[src/rtl/uart_pkg.sv]
`default_nettype none
// ============================================================================
// Module   : uart_pkg
// Brief    : Shared types, legal parameter ranges and parity helper for the
//            UART receiver.
// Revision : 1.0  initial release
// ============================================================================
package uart_pkg;

  typedef enum logic [2:0] {
    S_IDLE      = 3'd0,
    S_START     = 3'd1,
    S_DATA      = 3'd2,
    S_PARITY    = 3'd3,
    S_STOP      = 3'd4,
    S_WAIT_HIGH = 3'd5
  } uart_rx_state_t;

  localparam int c_DATA_BITS_MIN  = 5;
  localparam int c_DATA_BITS_MAX  = 9;
  localparam int c_OVERSAMPLE_MIN = 8;
  localparam int c_OVERSAMPLE_MAX = 32;
  localparam int c_PARITY_W       = c_DATA_BITS_MAX + 1;

  // Nonzero means the data bits plus received parity bit break the parity rule.
  function automatic logic uart_parity_err(input logic [c_PARITY_W-1:0] bits,
                                           input logic                  odd);
    return (^bits) ^ odd;
  endfunction

endpackage
`default_nettype wire

[src/rtl/uart_rx_param_if.sv]
`default_nettype none
// ============================================================================
// Module   : uart_rx_param_if
// Brief    : Received-word valid/ready handshake with per-word error flags.
// Revision : 1.0  initial release
// ============================================================================
interface uart_rx_param_if #(
  parameter int DATA_BITS = 8
);
  logic [DATA_BITS-1:0] rx_data;
  logic                 rx_valid;
  logic                 rx_ready;
  logic                 parity_err;
  logic                 frame_err;
  logic                 overrun_err;

  modport master (
    output rx_data, rx_valid, parity_err, frame_err, overrun_err,
    input  rx_ready
  );

  modport slave (
    input  rx_data, rx_valid, parity_err, frame_err, overrun_err,
    output rx_ready
  );
endinterface
`default_nettype wire

[src/rtl/uart_sync2.sv]
`default_nettype none
// ============================================================================
// Module   : uart_sync2
// Brief    : Two-flop synchroniser with a configurable reset value.
// Revision : 1.0  initial release
// ============================================================================
module uart_sync2 #(
  parameter logic RESET_VAL = 1'b1
) (
  input  wire  clk,
  input  wire  arst_n,
  input  wire  i_d,
  output logic o_q
);
  logic r_meta;
  logic r_q;

  always_ff @(posedge clk or negedge arst_n) begin
    if (!arst_n) begin
      r_meta <= RESET_VAL;
      r_q    <= RESET_VAL;
    end else begin
      r_meta <= i_d;
      r_q    <= r_meta;
    end
  end

  assign o_q = r_q;
endmodule
`default_nettype wire

[src/rtl/uart_rx_param.sv]
`default_nettype none
// ============================================================================
// Module   : uart_rx_param
// Brief    : Parametrised oversampling UART receiver with majority voting,
//            parity/framing/overrun reporting and a valid/ready output.
// Revision : 1.0  initial release
// ============================================================================
module uart_rx_param
  import uart_pkg::*;
#(
  parameter int DATA_BITS  = 8,
  parameter int OVERSAMPLE = 16,
  parameter int PARITY_EN  = 0,
  parameter int PARITY_ODD = 0,
  parameter int STOP_BITS  = 1
) (
  input  wire              clk,
  input  wire              arst_n,
  input  wire              tick,
  input  wire              rx,
  output logic             busy,
  uart_rx_param_if.master  rx_if
);
  localparam bit c_PARAMS_OK = (DATA_BITS >= c_DATA_BITS_MIN) && (DATA_BITS <= c_DATA_BITS_MAX)
                            && (OVERSAMPLE >= c_OVERSAMPLE_MIN) && (OVERSAMPLE <= c_OVERSAMPLE_MAX)
                            && (OVERSAMPLE % 2 == 0) && (STOP_BITS == 1 || STOP_BITS == 2);

  if (!c_PARAMS_OK) begin : g_param_check
    $error("uart_rx_param: illegal parameter combination");
  end

  localparam int              c_CW        = $clog2(OVERSAMPLE);
  localparam logic [c_CW-1:0] c_SAMPLE0   = c_CW'(OVERSAMPLE/2 - 2);
  localparam logic [c_CW-1:0] c_SAMPLE1   = c_CW'(OVERSAMPLE/2 - 1);
  localparam logic [c_CW-1:0] c_DECIDE    = c_CW'(OVERSAMPLE/2);
  localparam logic [c_CW-1:0] c_LAST      = c_CW'(OVERSAMPLE - 1);
  localparam logic [3:0]      c_LAST_BIT  = 4'(DATA_BITS - 1);
  localparam logic            c_LAST_STOP = 1'(STOP_BITS - 1);

  localparam logic [2:0] c_IDLE      = S_IDLE;
  localparam logic [2:0] c_START     = S_START;
  localparam logic [2:0] c_DATA      = S_DATA;
  localparam logic [2:0] c_PARITY    = S_PARITY;
  localparam logic [2:0] c_STOP      = S_STOP;
  localparam logic [2:0] c_WAIT_HIGH = S_WAIT_HIGH;

  logic                 w_rxs;
  logic [2:0]           r_state;
  logic [c_CW-1:0]      r_cnt;
  logic                 r_s0, r_s1;
  logic [3:0]           r_bit;
  logic                 r_stop;
  logic [DATA_BITS-1:0] r_shift;
  logic                 r_perr, r_ferr;
  logic [DATA_BITS-1:0] r_data;
  logic                 r_valid, r_perr_o, r_ferr_o, r_ovr;

  uart_sync2 #(.RESET_VAL(1'b1)) u_sync (
    .clk    (clk),
    .arst_n (arst_n),
    .i_d    (rx),
    .o_q    (w_rxs)
  );

  wire w_wrap   = tick && (r_cnt == c_LAST);
  wire w_decide = tick && (r_cnt == c_DECIDE);
  wire w_maj    = (r_s0 & r_s1) | (r_s0 & w_rxs) | (r_s1 & w_rxs);
  wire w_done   = (r_state == c_STOP) && w_decide && (r_stop == c_LAST_STOP);
  wire w_pbad   = uart_parity_err(c_PARITY_W'({r_shift, w_maj}), PARITY_ODD != 0);

  // The counter parks at 0 in IDLE so the start bit is timed from its edge.
  always_ff @(posedge clk or negedge arst_n) begin
    if (!arst_n)                 r_cnt <= '0;
    else if (r_state == c_IDLE)  r_cnt <= '0;
    else if (tick)               r_cnt <= w_wrap ? '0 : r_cnt + 1'b1;
  end

  always_ff @(posedge clk or negedge arst_n) begin
    if (!arst_n) begin
      r_s0 <= 1'b1;
      r_s1 <= 1'b1;
    end else if (tick) begin
      if (r_cnt == c_SAMPLE0) r_s0 <= w_rxs;
      if (r_cnt == c_SAMPLE1) r_s1 <= w_rxs;
    end
  end

  always_ff @(posedge clk or negedge arst_n) begin
    if (!arst_n) begin
      r_state <= c_IDLE;
      r_bit   <= '0;
      r_stop  <= 1'b0;
      r_shift <= '0;
      r_perr  <= 1'b0;
      r_ferr  <= 1'b0;
    end else begin
      case (r_state)
        c_IDLE: if (!w_rxs) begin
          r_state <= c_START;
          r_bit   <= '0;
          r_stop  <= 1'b0;
          r_perr  <= 1'b0;
          r_ferr  <= 1'b0;
        end
        c_START: begin
          if (w_decide && w_maj) r_state <= c_IDLE;
          else if (w_wrap)       r_state <= c_DATA;
        end
        c_DATA: begin
          if (w_decide) r_shift <= {w_maj, r_shift[DATA_BITS-1:1]};
          if (w_wrap) begin
            if (r_bit == c_LAST_BIT) begin
              r_bit   <= '0;
              r_state <= (PARITY_EN != 0) ? c_PARITY : c_STOP;
            end else begin
              r_bit <= r_bit + 1'b1;
            end
          end
        end
        c_PARITY: begin
          if (w_decide && w_pbad) r_perr  <= 1'b1;
          if (w_wrap)             r_state <= c_STOP;
        end
        c_STOP: begin
          if (w_decide && !w_maj) r_ferr <= 1'b1;
          if (w_done)             r_state <= w_rxs ? c_IDLE : c_WAIT_HIGH;
          else if (w_wrap)        r_stop <= r_stop + 1'b1;
        end
        c_WAIT_HIGH: if (w_rxs) r_state <= c_IDLE;
        default: r_state <= c_IDLE;
      endcase
    end
  end

  // A held word wins over a new one unless it is being accepted this cycle.
  always_ff @(posedge clk or negedge arst_n) begin
    if (!arst_n) begin
      r_data   <= '0;
      r_valid  <= 1'b0;
      r_perr_o <= 1'b0;
      r_ferr_o <= 1'b0;
      r_ovr    <= 1'b0;
    end else begin
      r_ovr <= 1'b0;
      if (w_done) begin
        if (!r_valid || rx_if.rx_ready) begin
          r_data   <= r_shift;
          r_perr_o <= r_perr;
          r_ferr_o <= r_ferr | ~w_maj;
          r_valid  <= 1'b1;
        end else begin
          r_ovr <= 1'b1;
        end
      end else if (r_valid && rx_if.rx_ready) begin
        r_valid <= 1'b0;
      end
    end
  end

  assign busy              = (r_state != c_IDLE);
  assign rx_if.rx_data     = r_data;
  assign rx_if.rx_valid    = r_valid;
  assign rx_if.parity_err  = r_perr_o;
  assign rx_if.frame_err   = r_ferr_o;
  assign rx_if.overrun_err = r_ovr;
endmodule
`default_nettype wire

[src/flat_wrapper.sv]
// flat-port wrapper written by rule: the top's interface ports become plain ports
module uart_rx_param_flat import uart_pkg::*;
#(
  parameter int DATA_BITS  = 8,
  parameter int OVERSAMPLE = 16,
  parameter int PARITY_EN  = 0,
  parameter int PARITY_ODD = 0,
  parameter int STOP_BITS  = 1
)
  (clk, arst_n, tick, rx, busy, rx_if_rx_data, rx_if_rx_valid, rx_if_parity_err, rx_if_frame_err, rx_if_overrun_err, rx_if_rx_ready);
  uart_rx_param_if #(.DATA_BITS(DATA_BITS)) rx_if_i ();
  input  wire clk;
  input  wire arst_n;
  input  wire tick;
  input  wire rx;
  output logic busy;
  output wire logic [$bits(rx_if_i.rx_data)-1:0] rx_if_rx_data;
  output wire logic [$bits(rx_if_i.rx_valid)-1:0] rx_if_rx_valid;
  output wire logic [$bits(rx_if_i.parity_err)-1:0] rx_if_parity_err;
  output wire logic [$bits(rx_if_i.frame_err)-1:0] rx_if_frame_err;
  output wire logic [$bits(rx_if_i.overrun_err)-1:0] rx_if_overrun_err;
  input wire logic [$bits(rx_if_i.rx_ready)-1:0] rx_if_rx_ready;
  assign rx_if_rx_data = rx_if_i.rx_data;
  assign rx_if_rx_valid = rx_if_i.rx_valid;
  assign rx_if_parity_err = rx_if_i.parity_err;
  assign rx_if_frame_err = rx_if_i.frame_err;
  assign rx_if_overrun_err = rx_if_i.overrun_err;
  assign rx_if_i.rx_ready = rx_if_rx_ready;
  uart_rx_param #(.DATA_BITS(DATA_BITS), .OVERSAMPLE(OVERSAMPLE), .PARITY_EN(PARITY_EN), .PARITY_ODD(PARITY_ODD), .STOP_BITS(STOP_BITS)) u_core (.clk(clk), .arst_n(arst_n), .tick(tick), .rx(rx), .busy(busy), .rx_if(rx_if_i));
endmodule
[config.mk]
export PLATFORM = sky130hd
export DESIGN_NAME = uart_rx_param_flat
export DESIGN_NICKNAME = d
export VERILOG_FILES = /design/src/rtl/uart_pkg.sv /design/src/rtl/uart_rx_param_if.sv /design/src/rtl/uart_sync2.sv /design/src/rtl/uart_rx_param.sv /design/src/flat_wrapper.sv
export SDC_FILE = /design/constraint.sdc
export NUM_CORES = 1
export LEC_CHECK = 0
export BUFFER_PORTS_ARGS = -buffer_cell sky130_fd_sc_hd__buf_2
export CAP_MARGIN = 20
export CORE_MARGIN = 3
export CORE_UTILIZATION = 45
export DETAILED_ROUTE_END_ITERATION = 7
export SYNTH_ARGS = -nofsm -noshare
export SYNTH_HDL_FRONTEND = slang
export SYNTH_SLANG_ARGS = --single-unit
export TNS_END_PERCENT = 10
[constraint.sdc]
create_clock -name clk -period 5.2 [get_ports clk]
set_input_delay 0.52 -clock clk [delete_from_list [all_inputs] [get_ports clk]]
set_output_delay 0.52 -clock clk [all_outputs]
set_load 0.03 [all_outputs]
## Word-level counts from Yosys, hierarchy flattened

Cells that the tools add are included.
Widths: inputs -> output; s select.

| word-level totals | value |
|---|---|
| register bits | 38 |
| input port bits | 5 |
| output and inout bits | 13 |
| word-level logic and storage cells | 108 |

| operators by class | value |
|---|---|
| $add $sub $neg | 3 |
| equality and inequality tests | 22 |
| multiplexer cells | 30 |
| bitwise operators | 8 |
| reductions and logical operators | 29 |

Operator list:

| kind | count |
|---|---|
| $mux 3 | 9 |
| $mux 4 | 6 |
| $pmux 3 s6 | 1 |
| $eq 4x3->1 const B | 3 |
| $ne 2x1->1 const B | 6 |
| $mux 1 | 10 |
| $ne 2x2->1 const B | 5 |
| $reduce_and 2->1 | 5 |
| $reduce_bool 2->1 | 5 |
| $reduce_xor 10->1 | 1 |
| $reduce_and 3->1 | 3 |
| $add 4x1->4 const B | 2 |
| $eq 4x4->1 const B | 2 |
| $logic_and 1x1->1 | 8 |
| $pmux 4 s2 | 1 |
| $reduce_and 7->1 | 1 |
| $eq 3x2->1 const B | 2 |
| $eq 3x3->1 const B | 2 |
| $pmux 1 s2 | 3 |
| $reduce_and 4->1 | 1 |
| $and 1x1->1 | 3 |
| $eq 3x1->1 const B | 1 |
| $logic_not 3->1 | 1 |
| $ne 3x1->1 const B | 1 |
| 6 further kinds | 10 |

## Depth between registers and ports, before layout

| logic depth | value |
|---|---|
| depth after elaboration | 7 |
| gate-level depth with buffers | 8 |
| depth with buffers taken out | 6 |

## Modules after synthesis

A second synthesis with hierarchy kept.

| second synthesis, totals | value |
|---|---|
| cell total of the unflattened synthesis | 159 |
| area total of the unflattened synthesis | 1916.8 sq um |

Modules (own cells, without submodules):

| module | times used | cells each | area each (sq um) | sequential area each (sq um) |
|---|---|---|---|---|
| uart_rx_param | 1 | 157 | 1864.3 | 903.4 |
| uart_sync2 | 1 | 2 | 52.6 | 52.6 |

## Least setup slack after synthesis

OpenSTA, ideal clock, no wires.

| timing | value |
|---|---|
| path type | flip-flop to output port |
| start | reg u_core.r_state[2] |
| end | out busy |
| arrival time | 1.218 ns |
| required time | 4.680 ns |
| setup slack | 3.462 ns |
| cell stages (with the launch flop) | 5 |
| buffers on the path | 2 |
| cells stage by stage | dfrtp_1 clkbuf_2 buf_2 nor3_1 inv_1 |

| between the ends | value |
|---|---|
| longest elaborated chain between the ends | 1 |

RTL lines:

| element | line | source |
|---|---|---|
| from (decl) | uart_rx_param.sv:48 | `logic [2:0] r_state;` |
| from (signal assigned) | uart_rx_param.sv:90 | `r_state <= c_IDLE;` |
| from (signal assigned) | uart_rx_param.sv:99 | `r_state <= c_START;` |
| from (signal assigned) | uart_rx_param.sv:106 | `if (w_decide && w_maj) r_state <= c_IDLE;` |
| $reduce_bool 3->1 | uart_rx_param.sv:160 | `assign busy = (r_state != c_IDLE);` |
| to (decl) | flat_wrapper.sv:16 | `output logic busy;` |

Every way passes these cells.

## Worst setup path after layout

| timing | value |
|---|---|
| start | reg u_core.r_state[1] |
| end | out busy |

The elaborated chain is that of the path after synthesis.

==> results.cfg <==
[critical_path]
worstPathRequired_ps = 4680
cp-start-kind = flop
worst_setup_path_end_kind = primary output
reg2reg_depth = 5
path_max_fanout = 17
arrival_ps = 1780
criticalPathCategory = reg -> out

[sta]
whs_ps = 306.6
final.setup.tns_ps = 0
tightest_slew_ps = 822.5
setup_violations = 0
finClkSkew_ps = 8.053
fin_crit_sh = 0.4431
grt_setup_unrepaired = no
hold_violations = 0
finalCriticalPeriod_ps = 2304
max_slew_margin = 0.4516
fmax_mhz = 434.0
slew_viol_final = 0
layout_setup_ws_ps = 2896

[final_layout]
fillerInstances = 351
syn_to_final_growth_pct = 9.585
drive_gt1_frac = 0.3056
stdcell_area_um2 = 2117
final_cells = 230
final_util = 0.5217
antenna_cells = 0
nets = 188

[synth]
syn_area_um2 = 1932
ys_ff_latch = 38
synth.most_common_cell = dfrtp_1
avgSynthCellArea_um2 = 11.85
synthCells = 163
ys_top_cells_by_area = dfrtp_1 (44%), mux2_2 (6.4%), mux2_4 (6.2%)
synth_area_leader_cell = dfrtp_1
synth_common_cells = dfrtp_1 (34), inv_1 (11), mux2_2 (11), nor2_1 (11), nand2_1 (10)
ys_async_sr_fraction = 1.000
synth_warnings = 0
yosys.area.top_type_share = 0.4404
synth_edf_count = 0
synth_cell_type_count = 46
yosys_most_used_dff = dfrtp_1
syn_nets = 172
ys_seq_area_frac = 0.4948

[route]
drt_iter0_markers = 76
ant_nets = 0
first_pass_iters = 4
wl_um = 3377
drc = 0
num_vias = 1263
wl_per_cell_um = 14.68
viasPerCell = 5.491

[grt]
met2_usage = 0.2122
top_usage_layer = met2
met3_usage = 0.04628
grt-ovfl-total = 0
antenna_found_initial = 0
grt_max_degree = 39
grt_pass1_wl_um = 5609
grt_pass1_vias = 1189
globalRouteTotalUtil = 0.1421
met1_usage = 0.1900

[floorplan]
die_h_um = 71.52
die_w_um = 71.52
core-area_um2 = 4058
die-area_um2 = 5115
placementRows = 23
initial_core_util = 0.4761
ios = 18

[clock_tree]
tritoncts = yes
cts_sinks = 38
cts_inserted_buffers = 5
cts_root_buf = clkbuf_8
clock_tree.buffer_depth = 2
clk_pin_slew_ps = 80
h-tree-depth = 2
insertion_delay_ps = 290
cts_resized = 0
ctsHoldBuffers = 0
post-cts-setup-buffer-count = 0

[placed_design]
gp_congestion = 0.7782
dpl_cell_area_um2 = 2022
pre_cts_ws_ps = 3086
post-place-cells = 222
dpl.hpwl_um = 2332
portBuffers = 17

[status]
status = finished, final reports clean

[power]
internal_power_mw = 0.5145
power.density_nw_per_um2 = 360.0
power_mw = 0.7620
p_seq_frac = 0.507
comb_power_share = 0.212
p_leak_nw = 1.007
switching_share = 0.3248
ir_drop_mv = 0.2081
pwr-share-clk = 0.282
switching_power_mw = 0.2475

[worst_hold_path]
hold_class = in -> async

[run]
cap_violations = 0
## critical path, stage by stage (launching register included)
cell     delay [ps]
dfrtp_1         590
nor3_1          570
inv_1           120
buf_2           200
## area by class of cell
class | count | area [µm²] | share of cell area
well taps | 50 | 62.56 | 0.02955
clock buffers | 6 | 82.58 | 0.03901
clock inverters | 2 | 12.51 | 0.005910
repair buffers | 17 | 85.08 | 0.04019
inverters | 11 | 41.29 | 0.01950
multi-input cells | 106 | 877.1 | 0.4143
flip-flops and latches | 38 | 955.9 | 0.4515
## kinds of logic after synthesis
kind of cell    synth area share
buf+inv                  0.05116
xor+xnor                 0.04339
mux                       0.1418
simple gates              0.1282
flops                     0.4948
fa+ha+maj                0.03109
compound gates            0.1095
## final timing paths
path                            slack, ps                                   to                           start
worst max-delay path                 2900                                 busy   u_core.r_state[1]$_DFFE_PN0P_
worst min register to register        360          u_core.u_sync.o_q$_DFF_PN1_  u_core.u_sync.r_meta$_DFF_PN1_
worst min-delay path                  310          u_core.r_bit[2]$_DFFE_PN0P_                          arst_n
min in group clk                      320       u_core.u_sync.r_meta$_DFF_PN1_                              rx
worst max register to register       3100  u_core.rx_if.rx_data[7]$_DFFE_PN0P_     u_core.r_cnt[0]$_DFFE_PN0P_
max in group asynchronous            4360            u_core.r_perr$_DFFE_PN0P_                          arst_n
## registers in the layout (all words and copies together), names as in the netlist
name and count:
u_core.r_perr 1, u_core.r_bit 4, u_core.r_cnt 4, u_core.u_sync.o_q 1, u_core.r_shift 8, u_core.r_stop 1
u_core.rx_if.parity_err 1, u_core.r_state 3, u_core.rx_if.rx_data 8, u_core.rx_if.frame_err 1, u_core.r_s1 1, u_core.r_ferr 1
u_core.rx_if.overrun_err 1, u_core.r_s0 1, u_core.rx_if.rx_valid 1, u_core.u_sync.r_meta 1
## routing by layer
layer  share of wire  up-vias
li1                -      608
met4           0.017        0
met2            0.45       31
met5               0        -
met1            0.49      618
met3           0.043        6
## layout by cell type, fill, tap and decap left out, drive strengths merged, types with 2 or more instances in the layout
cell type,instances
mux2i,3
nand3,4
nor2,11
a2111oi,2
a21oi,8
nor2b,2
o41ai,3
dfrtp,34
nand4,4
nand2,10
dfstp,4
or3b,2
xnor2,6
nor3,4
ha,4
o21ai,7
mux2,19
clkbuf,6
buf,17
inv,11
## power by group through the flow
stage / clock network (mW) / registers (mW) / logic [mW]
floorplan: 0 / 0.372 / 0.142
global placement: 0 / 0.390 / 0.159
detailed placement: 0 / 0.390 / 0.165
CTS: 0.220 / 0.386 / 0.165
global route: 0.235 / 0.393 / 0.181
finish: 0.215 / 0.386 / 0.161
Note: power is estimated with default switching activity, not from simulation.
